--- src/rtl/membus_arbiter_pkg.sv ---
// Shared types for the Membus arbiter: bus widths, owner encoding and FSM states.
package membus_arbiter_pkg;

    localparam int XLEN   = 32;
    localparam int MASK_W = XLEN / 8;

    typedef logic [XLEN-1:0]   Addr;
    typedef logic [XLEN-1:0]   UIntX;
    typedef logic [MASK_W-1:0] WMask;

    typedef enum logic {
        ARB_IFETCH = 1'b0,
        ARB_DATA   = 1'b1
    } ArbOwner;

    typedef enum logic {
        ARB_IDLE,
        ARB_WAIT_RESP
    } ArbState;

endpackage

--- src/rtl/membus_arbiter_arb_pick2.sv ---
// Two-way combinational pick: fixed data-over-ifetch with a starvation escape,
// or round-robin where the previous winner yields when both sides request.
module arb_pick2
    import membus_arbiter_pkg::*;
#(
    parameter bit RR_MODE = 1'b0
) (
    input  logic [1:0] req,
    input  ArbOwner    last_winner,
    input  logic       starve,
    output logic       grant_valid,
    output ArbOwner    winner
);

    always_comb begin
        grant_valid = |req;
        winner      = ARB_IFETCH;
        if (req == 2'b11) begin
            if (RR_MODE) begin
                winner = (last_winner == ARB_DATA) ? ARB_IFETCH : ARB_DATA;
            end else begin
                winner = starve ? ARB_IFETCH : ARB_DATA;
            end
        end else if (req[1]) begin
            winner = ARB_DATA;
        end
    end

endmodule

--- src/rtl/membus_arbiter.sv ---
// Shares one Membus master port between instruction fetch and data access with a
// single outstanding transaction; responses are routed back to the recorded owner.
module membus_arbiter
    import membus_arbiter_pkg::*;
#(
    parameter bit RR_MODE  = 1'b0,
    parameter int MAX_WAIT = 8
) (
    input  logic              clk,
    input  logic              rst,

    input  logic              i_valid,
    output logic              i_ready,
    input  logic [XLEN-1:0]   i_addr,
    input  logic              i_wen,
    input  logic [XLEN-1:0]   i_wdata,
    input  logic [MASK_W-1:0] i_wmask,
    output logic              i_rvalid,
    output logic [XLEN-1:0]   i_rdata,

    input  logic              d_valid,
    output logic              d_ready,
    input  logic [XLEN-1:0]   d_addr,
    input  logic              d_wen,
    input  logic [XLEN-1:0]   d_wdata,
    input  logic [MASK_W-1:0] d_wmask,
    output logic              d_rvalid,
    output logic [XLEN-1:0]   d_rdata,

    output logic              mem_valid,
    input  logic              mem_ready,
    output logic [XLEN-1:0]   mem_addr,
    output logic              mem_wen,
    output logic [XLEN-1:0]   mem_wdata,
    output logic [MASK_W-1:0] mem_wmask,
    input  logic              mem_rvalid,
    input  logic [XLEN-1:0]   mem_rdata,

    output logic              busy,
    output ArbOwner           owner
);

    localparam logic [7:0] MAX_CNT = 8'(MAX_WAIT);

    ArbState    state;
    ArbState    state_next;
    ArbOwner    owner_q;
    ArbOwner    last_winner;
    ArbOwner    winner;
    logic [7:0] starve_cnt;
    logic       starve;
    logic       pick_valid;
    logic       issue;
    logic       grant;
    logic       handshake;
    logic       resp;

    assign starve = !RR_MODE && (starve_cnt == MAX_CNT);

    arb_pick2 #(
        .RR_MODE(RR_MODE)
    ) u_pick (
        .req        ({d_valid, i_valid}),
        .last_winner(last_winner),
        .starve     (starve),
        .grant_valid(pick_valid),
        .winner     (winner)
    );

    // Reset gates grants and responses so an abandoned transaction never leaks out.
    assign issue     = !rst && ((state == ARB_IDLE) || mem_rvalid);
    assign grant     = issue && pick_valid;
    assign handshake = grant && mem_ready;
    assign resp      = !rst && (state == ARB_WAIT_RESP) && mem_rvalid;

    always_comb begin
        mem_valid = grant;
        mem_addr  = '0;
        mem_wen   = 1'b0;
        mem_wdata = '0;
        mem_wmask = '0;
        i_ready   = 1'b0;
        d_ready   = 1'b0;
        if (grant) begin
            if (winner == ARB_DATA) begin
                mem_addr  = d_addr;
                mem_wen   = d_wen;
                mem_wdata = d_wdata;
                mem_wmask = d_wmask;
                d_ready   = mem_ready;
            end else begin
                mem_addr  = i_addr;
                mem_wen   = i_wen;
                mem_wdata = i_wdata;
                mem_wmask = i_wmask;
                i_ready   = mem_ready;
            end
        end
    end

    always_comb begin
        i_rvalid = resp && (owner_q == ARB_IFETCH);
        d_rvalid = resp && (owner_q == ARB_DATA);
        i_rdata  = i_rvalid ? mem_rdata : '0;
        d_rdata  = d_rvalid ? mem_rdata : '0;
    end

    // A same-cycle response and new handshake keeps the FSM in WAIT_RESP.
    always_comb begin
        state_next = state;
        if (handshake) begin
            state_next = ARB_WAIT_RESP;
        end else if (resp) begin
            state_next = ARB_IDLE;
        end
    end

    always_ff @(posedge clk) begin
        if (rst) begin
            state       <= ARB_IDLE;
            owner_q     <= ARB_IFETCH;
            last_winner <= ARB_IFETCH;
            starve_cnt  <= '0;
        end else begin
            state <= state_next;
            if (handshake) begin
                owner_q     <= winner;
                last_winner <= winner;
                if (!RR_MODE) begin
                    if (winner == ARB_IFETCH) begin
                        starve_cnt <= '0;
                    end else if (i_valid && (starve_cnt != MAX_CNT)) begin
                        starve_cnt <= starve_cnt + 8'd1;
                    end
                end
            end
        end
    end

    assign busy  = (state == ARB_WAIT_RESP);
    assign owner = owner_q;

endmodule

--- config.mk ---
export PLATFORM = sky130hd
export DESIGN_NAME = membus_arbiter
export DESIGN_NICKNAME = d
export VERILOG_FILES = /design/src/rtl/membus_arbiter_pkg.sv /design/src/rtl/membus_arbiter_arb_pick2.sv /design/src/rtl/membus_arbiter.sv
export SDC_FILE = /design/constraint.sdc
export NUM_CORES = 1
export LEC_CHECK = 0
export CAP_MARGIN = 20
export CORE_AREA = 10 10 113 115
export CTS_CLUSTER_DIAMETER = 30
export DETAILED_ROUTE_END_ITERATION = 10
export DIE_AREA = 0 0 123 125
export PLACE_DENSITY = 0.76
export SLEW_MARGIN = 0
export SYNTH_ARGS = -nofsm -noshare
export SYNTH_HDL_FRONTEND = slang
export SYNTH_SLANG_ARGS = --single-unit
--- constraint.sdc ---
create_clock -name clk -period 2.4 [get_ports clk]
set_clock_uncertainty 0.1 [all_clocks]
set_input_delay 0.36 -clock clk [delete_from_list [all_inputs] [get_ports clk]]
set_output_delay 0.36 -clock clk [all_outputs]
set_load 0.005 [all_outputs]
==> summary.txt <==
Placement
  – Post-detail-place hpwl: approximately 12000 um
  – # port buffers: 315
  – Pre-CTS setup slack: -0.546 ns
  – Routability Congestion: between 0.9 and 1

Cells and area
  – Fillers: a little under 1k
  – Layout cells sized above 1: a little under a quarter
  – P&R area growth vs syn: 190%
  – Diodes inserted: 0
  – # nets final: between 900 and 1k

Hold path
  – Hold Crit Start: owner
  – Hold Crit Depth: 2
  – Tightest Hold Check Type: reg -> reg

Setup path
  – CP Launch Point: starve_cnt[4]
  – WP data arrival: around 2.3 ns
  – Crit path kind: reg -> out
  – Setup crit start kind: flip-flop
  – Reg2reg start: starve_cnt[0]
  – Crit-path max FO: 12
  – Critical Path Sink Type: output pin
  – Crit path required time: 1.94 ns
  – R2R cell count: 9

Logic synthesis
  – Async set-reset flop share out of synthesis: 0%
  – Sequential-to-total area share from yosys stat: slightly above 10%
  – Post-synth net total: approximately 550
  – Post-Syn Instances: around 380
  – FF+latch count, synth: 10
  – Cell Area, Synth: 1980 um2
  – Ys flop type: dfxtp_1
  – Yosys warning count: 0
  – Number of synthesized flops with an enable pin: 0
  – Synthesized area per cell: around 5.3 um2
  – Cell variety after synth: 29

Timing
  – Setup ws final: -0.308 ns
  – Worst-Margin Slew: 0.322 ns
  – Fmax: between 300 and 400 MHz
  – Final Cycle Share: 113%
  – RSZ-0062 raised after global routing: yes
  – Final Max Tran Viols: 0
  – Finish-stage setup viols: approximately 70
  – Hold Slack: between 0.4 and 0.5 ns
  – Hold Fails Final Rpt: 0
  – Minimum clock period: 2.71 ns
  – Max-slew headroom: 78.2%

Floorplanning
  – Die ar.: about 15000 um2
  – Row count: 38
  – Die X: 123 um
  – # IOs: 316
  – Die H: approximately 130 um
  – Core area: roughly 11000 um2
  – Initial core utilization: between 10% and 20%

Drt
  – # DRC: 0
  – Drt initial violations: ~200
  – Drt total wl: between 15000 and 20000 um
  – DR vias: between 3k and 4k
  – Final ANT Viol Nets: 0
  – Drt pass-1 iters: 4
  – Routed length per placed instance: roughly 18 um
  – Vias per std cell: ~4.6

Clock tree
  – CTS H-Tree Depth: 1
  – CTS Buffer Depth: 2
  – Clock Tree Root: clkbuf_8
  – Clk_lat worst skew: ~0.24 ns
  – Clock sinks: 10
  – Clk pin slew, worst setup/hold paths: 0.05 ns
  – CTS Buf Count: 3
  – Clock tree from TritonCTS: done

GRT
  – First-pass GRT wire length: roughly 22000 um
  – Initial antenna violation count: 0
  – Largest net degree at the start of global routing: between 40 and 50
  – Vias in the first global route: approximately 3.9k
  – GRT Resource Usage Total: a little under a fifth
  – GRT overflow: 0

Run
  – Maxcap violations: 0

Power
  – P_leak: roughly 2.9 nW
  – Pwr dens: between 150 and 200 nW/um2
  – Max VDD drop: 186 uV

Outcome
  – Status: finished, violations left
  – Failing checks: negative setup slack
-- flip-flops by register name, summed over array words and instances, names as in the netlist --
name and count:
busy 1, starve_cnt 8, owner 1
-- critical path, stage by stage (launching register included) --
cell	delay, ns
dfxtp_2	0.32
or4b_4	0.55
buf_4	0.15
o41a_4	0.47
buf_12	0.20
nand2_1	0.11
a21oi_2	0.06
buf_2	0.13
-- cells in the mapped netlist, drive strengths merged (2+ instances only) --
master | instances | area [um2]
or4b | 2 | 20.0
ha | 2 | 25.0
dfxtp | 10 | 200
or4 | 3 | 22.5
nand3 | 7 | 35.0
a31oi | 4 | 25.0
and2 | 65 | 407
nor2 | 2 | 7.51
nand4 | 2 | 12.5
buf | 7 | 43.8
nand2 | 149 | 559
inv | 5 | 18.8
nor3 | 4 | 20.0
clkbuf | 27 | 101
or3 | 2 | 12.5
a21oi | 73 | 365
xnor2 | 2 | 17.5
-- power by group --
| part | leakage, nW | internal (W) | switching, W | total (W) |
|---|---|---|---|---|
| Clock | 0.0216 | 0.000110 | 0.0000665 | 0.000176 |
| Combinational | 2.77 | 0.000454 | 0.000276 | 0.000730 |
| Sequential | 0.0817 | 0.000169 | 0.00000208 | 0.000171 |
| Total | 2.87 | 0.000733 | 0.000345 | 0.00108 |
-- placed cells by master, fill, tap and decap left out, types with 4 or more instances in the layout --
master | netlist | final
dfxtp_1 | 10 | 8
nand3_1 | 7 | 6
buf_16 | 0 | 7
nand2_1 | 149 | 138
clkdlybuf4s50_1 | 0 | 176
buf_6 | 1 | 11
nand2_2 | 0 | 8
buf_12 | 0 | 9
clkdlybuf4s15_1 | 0 | 5
a31oi_1 | 4 | 4
buf_4 | 1 | 33
dlygate4sd2_1 | 0 | 62
a21oi_1 | 73 | 65
and2_1 | 65 | 65
a21oi_2 | 0 | 8
inv_1 | 5 | 5
buf_2 | 5 | 73
-- layer usage --
layer	track usage, %	part of all wire, %	up-vias
met4	4.25	1.2	0
li1	-	-	1934
met1	18.9	37	1825
met2	34.4	53	205
met3	4.59	9.0	14
met5	0	0	-
-- kinds of logic (layout without fill, tap and decap cells) --
group           Yosys count  count (layout)  synth area share [%]
simple gates            243             243                  57.9
compound gates           79              79                  21.6
buf+inv                  39             390                  8.27
flops                    10              10                  10.1
fa+ha+maj                 2               2                  1.26
xor+xnor                  2               2                 0.883
-- cell type report --
| cell class | count | area [um2] | share of cell area, % |
|---|---|---|---|
| clock buffers | 3 | 41.3 | 0.719 |
| inverters | 5 | 18.8 | 0.327 |
| multi-input cells | 326 | 1740 | 30.3 |
| repair buffers | 382 | 3560 | 62.1 |
| well taps | 140 | 175 | 3.05 |
| flip-flops and latches | 10 | 203 | 3.53 |
-- timing repair --
action	4_1_cts	5_1_grt
gates cloned	12	5
hold endpoints to repair	0	0
endpoints found under the setup margin	138	86
gates resized for setup	393	28
setup buffers	20	3
hold buffers	0	0
pin swaps	21	13
-- stage by stage --
| step | cell area [um2] | utilization, % | total power (W) | setup TNS (ns) | instances |
|---|---|---|---|---|---|
| CTS | 5580 | 52.6 | 0.00105 | -17.36 | 858 |
| floorplan | 1980 | - | 0.000352 | 0 | 375 |
| finish | 5740 | 54.2 | 0.00108 | -18.73 | 866 |
| global route | 5740 | 54.2 | 0.00114 | -22.27 | 866 |
| detailed placement | 5430 | 51.2 | 0.000863 | -44.11 | 823 |
| global placement | 5430 | 51.2 | 0.000855 | -40.68 | 823 |
-- final timing paths --
| kind | to | slack (ns) |
|---|---|---|
| hold reg to reg | owner | 0.44 |
| setup / recovery | mem_wmask[1] | -0.31 |
| hold / removal | owner | 0.44 |
| setup reg to reg | starve_cnt[7] | 0.29 |
Note: power is estimated with default switching activity, not from simulation.
